[src/rtl/config_pkg.sv]
// Shared state encoding and defaults for the config broadcaster.
// CONFIG_BCAST_CHECKSUM_EN enables the per-transfer checksum output.
package config_pkg;

  typedef enum logic [1:0] {
    S_IDLE,
    S_QUIESCE,
    S_SEND,
    S_GAP
  } bcast_state_t;

  localparam logic [7:0] CFG_IDLE_ID = 8'hFF;

  function automatic logic [7:0] sum8(
    input logic [7:0] a,
    input logic [7:0] b
  );
    return a + b;
  endfunction

endpackage

[src/rtl/config_byte_fifo.sv]
// Synchronous show-ahead byte FIFO with occupancy count and flush.
// Used by config_broadcaster (CONFIG_BCAST_CHECKSUM_EN has no effect here).
module config_byte_fifo #(
  parameter int unsigned DEPTH = 16,
  localparam int unsigned AW = $clog2(DEPTH)
) (
  input  logic          clk,
  input  logic          rst,
  input  logic          i_push,
  input  logic          i_pop,
  input  logic          i_flush,
  input  logic [7:0]    i_wdata,
  output logic [7:0]    o_rdata,
  output logic [AW:0]   o_count
);

  localparam logic [AW:0] FULL = (AW+1)'(DEPTH);

  logic [7:0]    r_mem [DEPTH];
  logic [AW-1:0] r_rptr;
  logic [AW-1:0] r_wptr;
  logic [AW:0]   r_count;
  logic          w_wr;
  logic          w_rd;

  assign w_wr    = i_push && (r_count < FULL);
  assign w_rd    = i_pop && (r_count != '0);
  assign o_rdata = r_mem[r_rptr];
  assign o_count = r_count;

  always_ff @(posedge clk) begin
    if (w_wr && !i_flush) r_mem[r_wptr] <= i_wdata;
  end

  always_ff @(posedge clk or posedge rst) begin
    if (rst) begin
      r_rptr  <= '0;
      r_wptr  <= '0;
      r_count <= '0;
    end else if (i_flush) begin
      r_rptr  <= '0;
      r_wptr  <= '0;
      r_count <= '0;
    end else begin
      if (w_wr) r_wptr <= r_wptr + AW'(1);
      if (w_rd) r_rptr <= r_rptr + AW'(1);
      r_count <= r_count + (AW+1)'(w_wr) - (AW+1)'(w_rd);
    end
  end

endmodule

[src/rtl/config_broadcaster.sv]
// Buffers config bytes and broadcasts them to one target block.
// Define CONFIG_BCAST_CHECKSUM_EN to add the cfg_checksum output.
module config_broadcaster
  import config_pkg::*;
#(
  parameter int unsigned MAX_BYTES      = 16,
  parameter int unsigned QUIESCE_CYCLES = 4,
  parameter logic [7:0]  IDLE_CONFIG_ID = CFG_IDLE_ID
) (
  input  logic       clk,
  input  logic       rst,
  input  logic       tracing_req,
  input  logic       wr_valid,
  output logic       wr_ready,
  input  logic [7:0] wr_data,
  input  logic       start_valid,
  output logic       start_ready,
  input  logic [7:0] target_id,
  output logic       tracing,
  output logic [7:0] configId,
  output logic [7:0] configData,
  output logic       busy,
  output logic       done,
  output logic       err
`ifdef CONFIG_BCAST_CHECKSUM_EN
  ,
  output logic [7:0] cfg_checksum
`endif
);

  localparam int unsigned CW    = $clog2(MAX_BYTES) + 1;
  localparam logic [CW-1:0] FULL  = CW'(MAX_BYTES);
  localparam logic [15:0]   QLAST = 16'(QUIESCE_CYCLES - 1);

  bcast_state_t  r_state;
  logic [15:0]   r_qcnt;
  logic [CW-1:0] r_left;
  logic [7:0]    r_tgt;

  logic          w_start;
  logic          w_bad;
  logic          w_go;
  logic          w_push;
  logic          w_pop;
  logic          w_step;
  logic [7:0]    w_head;
  logic [CW-1:0] w_count;
  logic [CW-1:0] w_cnt_idle;

  assign w_start    = start_valid && start_ready;
  assign w_bad      = w_start && (target_id == IDLE_CONFIG_ID);
  assign w_go       = w_start && !w_bad;
  assign w_push     = wr_valid && wr_ready && !w_bad;
  assign w_step     = (r_state == S_SEND) ||
                      (r_state == S_QUIESCE && r_qcnt == '0);
  assign w_pop      = w_step && (r_left != '0);
  assign w_cnt_idle = w_bad ? '0 : w_count + CW'(w_push);

  config_byte_fifo #(
    .DEPTH (MAX_BYTES)
  ) u_fifo (
    .clk     (clk),
    .rst     (rst),
    .i_push  (w_push),
    .i_pop   (w_pop),
    .i_flush (w_bad),
    .i_wdata (wr_data),
    .o_rdata (w_head),
    .o_count (w_count)
  );

  always_ff @(posedge clk or posedge rst) begin
    if (rst) begin
      r_state     <= S_IDLE;
      r_qcnt      <= '0;
      r_left      <= '0;
      r_tgt       <= IDLE_CONFIG_ID;
      tracing     <= 1'b0;
      configId    <= IDLE_CONFIG_ID;
      configData  <= '0;
      busy        <= 1'b0;
      done        <= 1'b0;
      err         <= 1'b0;
      wr_ready    <= 1'b0;
      start_ready <= 1'b0;
    end else begin
      done       <= 1'b0;
      err        <= 1'b0;
      configId   <= IDLE_CONFIG_ID;
      configData <= '0;
      unique case (r_state)
        S_IDLE: begin
          if (w_go) begin
            r_state     <= S_QUIESCE;
            r_qcnt      <= QLAST;
            r_left      <= w_count;
            r_tgt       <= target_id;
            tracing     <= 1'b0;
            busy        <= 1'b1;
            wr_ready    <= 1'b0;
            start_ready <= 1'b0;
          end else begin
            tracing     <= tracing_req;
            err         <= w_bad;
            wr_ready    <= (w_cnt_idle < FULL);
            start_ready <= 1'b1;
          end
        end
        S_QUIESCE, S_SEND: begin
          if (w_step) begin
            if (r_left != '0) begin
              r_state    <= S_SEND;
              configId   <= r_tgt;
              configData <= w_head;
              r_left     <= r_left - CW'(1);
            end else begin
              r_state <= S_GAP;
              done    <= 1'b1;
            end
          end else begin
            r_qcnt <= r_qcnt - 16'd1;
          end
        end
        S_GAP: begin
          r_state     <= S_IDLE;
          busy        <= 1'b0;
          tracing     <= tracing_req;
          wr_ready    <= (w_count < FULL);
          start_ready <= 1'b1;
        end
        default: r_state <= S_IDLE;
      endcase
    end
  end

`ifdef CONFIG_BCAST_CHECKSUM_EN
  logic [7:0] r_acc;

  // Sum is published on GAP entry, so it holds until the next transfer ends.
  always_ff @(posedge clk or posedge rst) begin
    if (rst) begin
      r_acc        <= '0;
      cfg_checksum <= '0;
    end else begin
      if (w_go)       r_acc <= '0;
      else if (w_pop) r_acc <= sum8(r_acc, w_head);
      if (w_step && r_left == '0) cfg_checksum <= r_acc;
    end
  end
`endif

endmodule

[config.mk]
export PLATFORM = sky130hd
export DESIGN_NAME = config_broadcaster
export DESIGN_NICKNAME = d
export VERILOG_FILES = /design/src/rtl/config_pkg.sv /design/src/rtl/config_byte_fifo.sv /design/src/rtl/config_broadcaster.sv
export SDC_FILE = /design/constraint.sdc
export NUM_CORES = 1
export LEC_CHECK = 0
export CELL_PAD_IN_SITES_DETAIL_PLACEMENT = 1
export CELL_PAD_IN_SITES_GLOBAL_PLACEMENT = 2
export CORE_MARGIN = 4
export CORE_UTILIZATION = 40
export DETAILED_ROUTE_END_ITERATION = 8
export GPL_ROUTABILITY_DRIVEN = 0
export PLACE_DENSITY_LB_ADDON = 0.1
export SYNTH_ARGS = -nofsm -noshare
export SYNTH_HDL_FRONTEND = slang
export SYNTH_SLANG_ARGS = --single-unit
[constraint.sdc]
create_clock -name clk -period 3 [get_ports clk]
set_input_delay 0.3 -clock clk [delete_from_list [all_inputs] [get_ports clk]]
set_output_delay 0.3 -clock clk [all_outputs]
set_load 0.01 [all_outputs]
[Word-level counts from Yosys, hierarchy flattened]
Memories as Yosys holds them, arrays and structs flattened.
Index checks and enable logic that the tools add are counted.
Word-level totals
  register bits after elaboration: 66
  bits in latches: 0
  memory bits (writable): 128
  ROM bits: 0
  input bits: 21
  memories kept: 1
Operators by class
  add/subtract/negate cells: 7
  $mul: 0
  div/mod/pow operators: 0
  order comparisons: 2
  equality and inequality tests: 8
  shifts and indexed selects: 0
  mux-type cells: 38
  bitwise operators: 0
  reductions and logical operators: 26
Memories
  u_fifo.r_mem: words 16, bits a word 8, rd ports 1, clocked after Yosys merged registers in 0, wr ports 1, line config_byte_fifo.sv:19  | logic [7:0] r_mem [DEPTH];
Operators by type and width (count)
  8-bit 2-to-1 mux: 6
  16-bit 2-to-1 mux: 2
  16-bit case mux with 2 select lines: 1
  5-bit 2-to-1 mux: 5
  16-bit logical NOT: 1
  4-bit 2-to-1 mux: 4
  16-bit by 1-bit subtractor with 16-bit output, second input constant: 1
  1-bit 2-to-1 mux: 12
  5-bit by 1-bit adder with 5-bit output: 2
  1-bit logical AND: 10
  5-bit less-than comparator, second input constant: 2
  5-bit case mux with 2 select lines: 1
  5-bit nonzero test: 2
  4-bit by 1-bit adder with 4-bit output, second input constant: 2
  8-bit == test, second input constant: 1
  2-bit inequality test, second input constant: 4
  1-bit case mux with 2 select lines: 4
  2-bit nonzero test: 4
  2-bit case mux with 3 select lines: 1
  2-bit AND reduction: 3
  5-bit by 1-bit subtractor with 5-bit output: 1
  5-bit by 1-bit subtractor with 5-bit output, second input constant: 1
  2-bit == test, second input constant: 2
  2-bit 2-to-1 mux: 2
  other kinds (7): 7

[Depth between registers and ports, before layout]
  word-level depth: 9
  depth in mapped cells: 16
  gate-level depth less buffers: 16

[Modules after synthesis]
From an unflattened synthesis, not the netlist that was laid out.
Unflattened totals
  cells, all modules: 588
  area total of the unflattened synthesis: 8555.7 µm²
By module, submodules not included
  config_byte_fifo: times used 1, cells an instance 337, area each 5905.7 µm², seq. area each 4169.0 µm²
  config_broadcaster: times used 1, cells an instance 251, area each 2650.0 µm², seq. area each 1346.3 µm²

[Worst setup path after synthesis]
OpenSTA, ideal clock, no wires.
  kind: reg2reg
  start: reg r_state[1]
  end: reg u_fifo.r_count[4], in the netlist u_fifo.o_count[4]
  library setup time: 0.136 ns
  data arrival time: 2.701 ns
  path slack: 0.162 ns
  cell stages (with the launch flop): 17
  buffers on the path: 0
  period minus slack after synthesis: 2.838 ns
  path through: dfrtp_1 inv_1 ha_1 nor4bb_1 and4b_4 a21oi_4 nor3_1 ha_1 inv_1 ha_1 inv_1 fa_1 inv_1 a21oi_1 nor2_1 or3_1 a21oi_1
On the way
  cells in the longest elaborated chain, start to end: 7
  elaborated cells between the ends (all ways): 8
  those cells by class: add/sub (1); eq/ne (2); mux (1); reduce/logical (4)
Ends and longest elaborated chain
  start: declaration: line config_broadcaster.sv:35  | bcast_state_t r_state;
  start signal: assignment: line config_broadcaster.sv:74  | r_state <= S_IDLE;
  start signal: assignment: line config_broadcaster.sv:94  | r_state <= S_QUIESCE;
  start signal: assignment: line config_broadcaster.sv:112  | r_state <= S_SEND;
  2-bit by 1-bit == test with 1-bit output: line config_broadcaster.sv:55  | (r_state == S_QUIESCE && r_qcnt == '0);
  1-bit logical AND: line config_broadcaster.sv:55
  1-bit logical OR (*): line config_broadcaster.sv:54  | assign w_step = (r_state == S_SEND) ||
  1-bit logical AND (*): line config_broadcaster.sv:56  | assign w_pop = w_step && (r_left != '0);
  1-bit logical AND (*): line config_byte_fifo.sv:27  | assign w_rd = i_pop && (r_count != '0);
  5-bit by 1-bit subtractor with 5-bit output (*): line config_byte_fifo.sv:47  | r_count <= r_count + (AW+1)'(w_wr) - (AW+1)'(w_rd);
  5-bit 2-to-1 mux (*): line config_byte_fifo.sv:40  | end else if (i_flush) begin
  end signal: assignment: line config_byte_fifo.sv:47
  end: declaration: line config_byte_fifo.sv:22  | logic [AW:0] r_count;
Mark *: on every way between the ends. The rest lies on a longest branch, timed or not.
A chain may end at the register's enable or synchronous reset.

[Worst setup path after layout]
  start: reg r_qcnt[0]
  end: reg u_fifo.r_count[4], in the netlist u_fifo.o_count[4]
On the way
  cells in the longest elaborated chain, start to end: 7
Ends and longest elaborated chain
  start: declaration: line config_broadcaster.sv:36  | logic [15:0] r_qcnt;
  start signal: assignment: line config_broadcaster.sv:121  | r_qcnt <= r_qcnt - 16'd1;
  16-bit logical NOT: line config_broadcaster.sv:55
  1-bit logical AND: line config_broadcaster.sv:55
  1-bit logical OR: line config_broadcaster.sv:54
  1-bit logical AND: line config_broadcaster.sv:56
  1-bit logical AND: line config_byte_fifo.sv:27
  5-bit by 1-bit subtractor with 5-bit output: line config_byte_fifo.sv:47
  5-bit 2-to-1 mux: line config_byte_fifo.sv:40
No other way between the ends.

==> impl_metrics.json <==
{
  "status": "finished, final reports clean",
  "pin_count": 43,
  "max_cap_violations": 0,
  "period_share_pct": 95.2,
  "yosys-top-cells-area": "edfxtp_1, dfrtp_1, mux4_2",
  "intPower_mw": 6.04,
  "hold_class": "input port to async pin",
  "hold_viol": 0,
  "p_sw_mw": 3.37,
  "finalCriticalPeriod_ps": 2850,
  "final_common_cell": "edfxtp_1",
  "ys.flop_type": "edfxtp_1",
  "fin_nets": 649,
  "clockPowerShare_pct": 24.2,
  "drc": 0,
  "ys_seq_area_share_pct": 65.2,
  "maxSlewViolCount": 0,
  "tightest_slew_ps": 912,
  "slew_headroom_pct": 39.2,
  "synth_area_per_cell_um2": 15.6,
  "core_area_um2": 20500,
  "cts_made_buffers": 17,
  "cts_max_path_buffers": 2,
  "syn_nets": 583,
  "antenna_cells": 0,
  "initialDrtViolationCount": 361,
  "worst_slack_ps": 145,
  "vias": 4819,
  "vias_per_cell": 5.41,
  "crit_required_ps": 3350,
  "synth-edff-count": 128,
  "grt-ovfl-total": 0,
  "die_w_um": 153,
  "fmax_ghz": 0.350,
  "yosysTopAreaCellShare_pct": 45.4,
  "peakVddDrop_uv": 473,
  "cts_sinks": 194,
  "clock-root-buffer": "clkbuf_16",
  "grt_max_degree": 38,
  "yosysUniqueCellTypes": 65,
  "post-route-util_pct": 48.7,
  "grt_pass1_wl_mm": 30.0,
  "antenna_found_initial": 0,
  "dpl_worst_slack_ps": -42.3,
  "worst_setup_path_end_kind": "register",
  "regArea_um2": 5520,
  "power.leakage_nw": 3.60,
  "multiInputGateArea_um2": 2790,
  "swShare_pct": 35.9,
  "rr_worst_depth": 16,
  "pwr-share-seq_pct": 39.6,
  "dr.pass1.iters": 4,
  "hold-worst-slack_ps": 273,
  "die_area_um2": 23500,
  "critPathLaunchType": "register",
  "powerDensity_nw_per_um2": 942,
  "synthCells": 541,
  "rows": 52,
  "grt_pass1_vias": 5154,
  "stdcell_area_um2": 9990,
  "drive_above_1_share_pct": 25.0,
  "synth_area_um2": 8460,
  "n_fill_cell": 1985,
  "dp_hpwl_mm": 13.0,
  "yosysWarnings": 0,
  "comb_power_share_pct": 36.2,
  "avgRoutedWirePerCell_um": 21.0,
  "final_cell_mix": "edfxtp_1, dfrtp_1, clkdlybuf4s50_1, mux4_2",
  "io_buffer_count": 42,
  "async_flop_share_pct": 34.0,
  "fp.dieH_um": 153,
  "drt.antenna.violating_nets": 0,
  "postPlaceCellArea_um2": 9330,
  "timing.setup.tns_ps": 0,
  "clkLatencyLatePin_ps": 430,
  "area_growth_syn_to_layout_pct": 18.1,
  "track_usage_pct": 16.5,
  "ys_seq_elements": 194,
  "cts_tree": "built",
  "wirelength_mm": 18.7,
  "startpoint": "r_qcnt[0]$_DFFE_PP0P_",
  "timing.rr.start": "r_qcnt[0]$_DFFE_PP0P_",
  "arrival_ps": 3210,
  "path_class": "register to register",
  "worstReg2RegEnd": "u_fifo.o_count[4]$_DFF_PP0_",
  "start_util_pct": 41.3,
  "h-tree-depth": 4,
  "clk_pin_slew_ps": 80,
  "yosysTopAreaCell": "edfxtp_1",
  "cts_hold_buf": 0,
  "path_max_fanout": 4,
  "fin_skew_ps": 10.3,
  "finalSetupViolCount": 0,
  "rrSetupSlack_ps": 150
}
[sequential cells by signal (all words and copies together), names as in the netlist, 2 cells and up]
name / count
r_state: 2
configData: 8
u_fifo.o_count: 5
u_fifo.r_rptr: 4
r_qcnt: 16
u_fifo.r_mem: 128
r_left: 5
configId: 8
r_tgt: 8
u_fifo.r_wptr: 4
[synthesized netlist by cell type (all sizes together), types with 6 or more instances]
cell type    n
o21ai       17
nor2        20
clkbuf       9
nor3         6
edfxtp     128
and2        25
or4          6
nand3        6
mux4        40
nand4        7
or2          6
dfstp       16
nand2       21
a21oi       24
nor4        10
nand2b       8
inv         24
o31ai        7
or3          8
buf         12
dfrtp       50
ha          20
mux2        10
[power groups by stage]
| stage | logic, mW | registers [mW] | clock network [mW] |
|---|---|---|---|
| 2_1_floorplan | 2.46 | 3.56 | 0 |
| 3_3_place_gp | 3.30 | 3.77 | 0 |
| 3_5_place_dp | 3.39 | 3.79 | 0 |
| 4_1_cts | 3.42 | 3.74 | 2.34 |
| 5_1_grt | 3.77 | 3.80 | 2.47 |
| 6_report | 3.41 | 3.72 | 2.28 |
[cells by family (layout without fill, tap and decap cells)]
| family | after synthesis | in the layout | share of synthesized area [%] |
|---|---|---|---|
| XOR/XNOR | 6 | 6 | 0.621 |
| AND/OR/NAND/NOR | 142 | 142 | 10.3 |
| AO/OA/AOI/OAI | 78 | 78 | 6.08 |
| multiplexers | 53 | 53 | 12.3 |
| buffers and inverters | 47 | 126 | 2.31 |
| adder cells (fa/ha/maj) | 21 | 21 | 3.19 |
| flip-flops | 194 | 194 | 65.2 |
[what timing repair did]
item	4_1_cts	5_1_grt
gates cloned	0	0
setup buffers	0	2
endpoints found under the setup margin	1	1
pin swaps	0	5
gates resized for setup	2	9
[worst max-delay path by stage]
stage | cells after the start | end
after global routing | 16 | u_fifo.o_count[4]$_DFF_PP0_
after global placement | 16 | u_fifo.o_count[4]$_DFF_PP0_
after CTS | 16 | u_fifo.o_count[4]$_DFF_PP0_
final | 16 | u_fifo.o_count[4]$_DFF_PP0_
after floorplan | 16 | u_fifo.o_count[4]$_DFF_PP0_
after detailed placement | 16 | u_fifo.o_count[4]$_DFF_PP0_
[routing by layer]
metal	vias to the layer above	share of wire, %	GRT usage, %
li1	2218	-	-
met1	2492	48	24.7
met2	102	46	25.2
met3	7	4.7	2.88
met4	0	0.59	3.91
met5	-	0	0
[layout make-up]
type | instances | area share [%]
Multi-Input combinational cell | 300 | 27.9
Tap cell | 270 | 3.38
Sequential cell | 194 | 55.2
Timing Repair Buffer | 68 | 6.41
Clock buffer | 17 | 4.26
Clock inverter | 15 | 1.79
Inverter | 26 | 0.977
[worst max-delay path, cell delays in order, from the launching register on]
cell and delay, ps:
dfrtp_1 420, inv_2 80, ha_2 160, nor4bb_4 290, and4b_4 290, a21oi_4 70, nor3_2 100, ha_1 150
inv_1 40, ha_2 190, inv_1 70, fa_2 200, inv_1 50, a21oi_2 130, nor2_2 60, or3_1 340
a21oi_1 130
[through the flow]
step	cells	power, mW
after floorplan	541	6.02
after global routing	890	10.0
after CTS	888	9.50
final	890	9.41
after global placement	856	7.07
after detailed placement	856	7.18
Note: power is estimated with default switching activity, not from simulation.
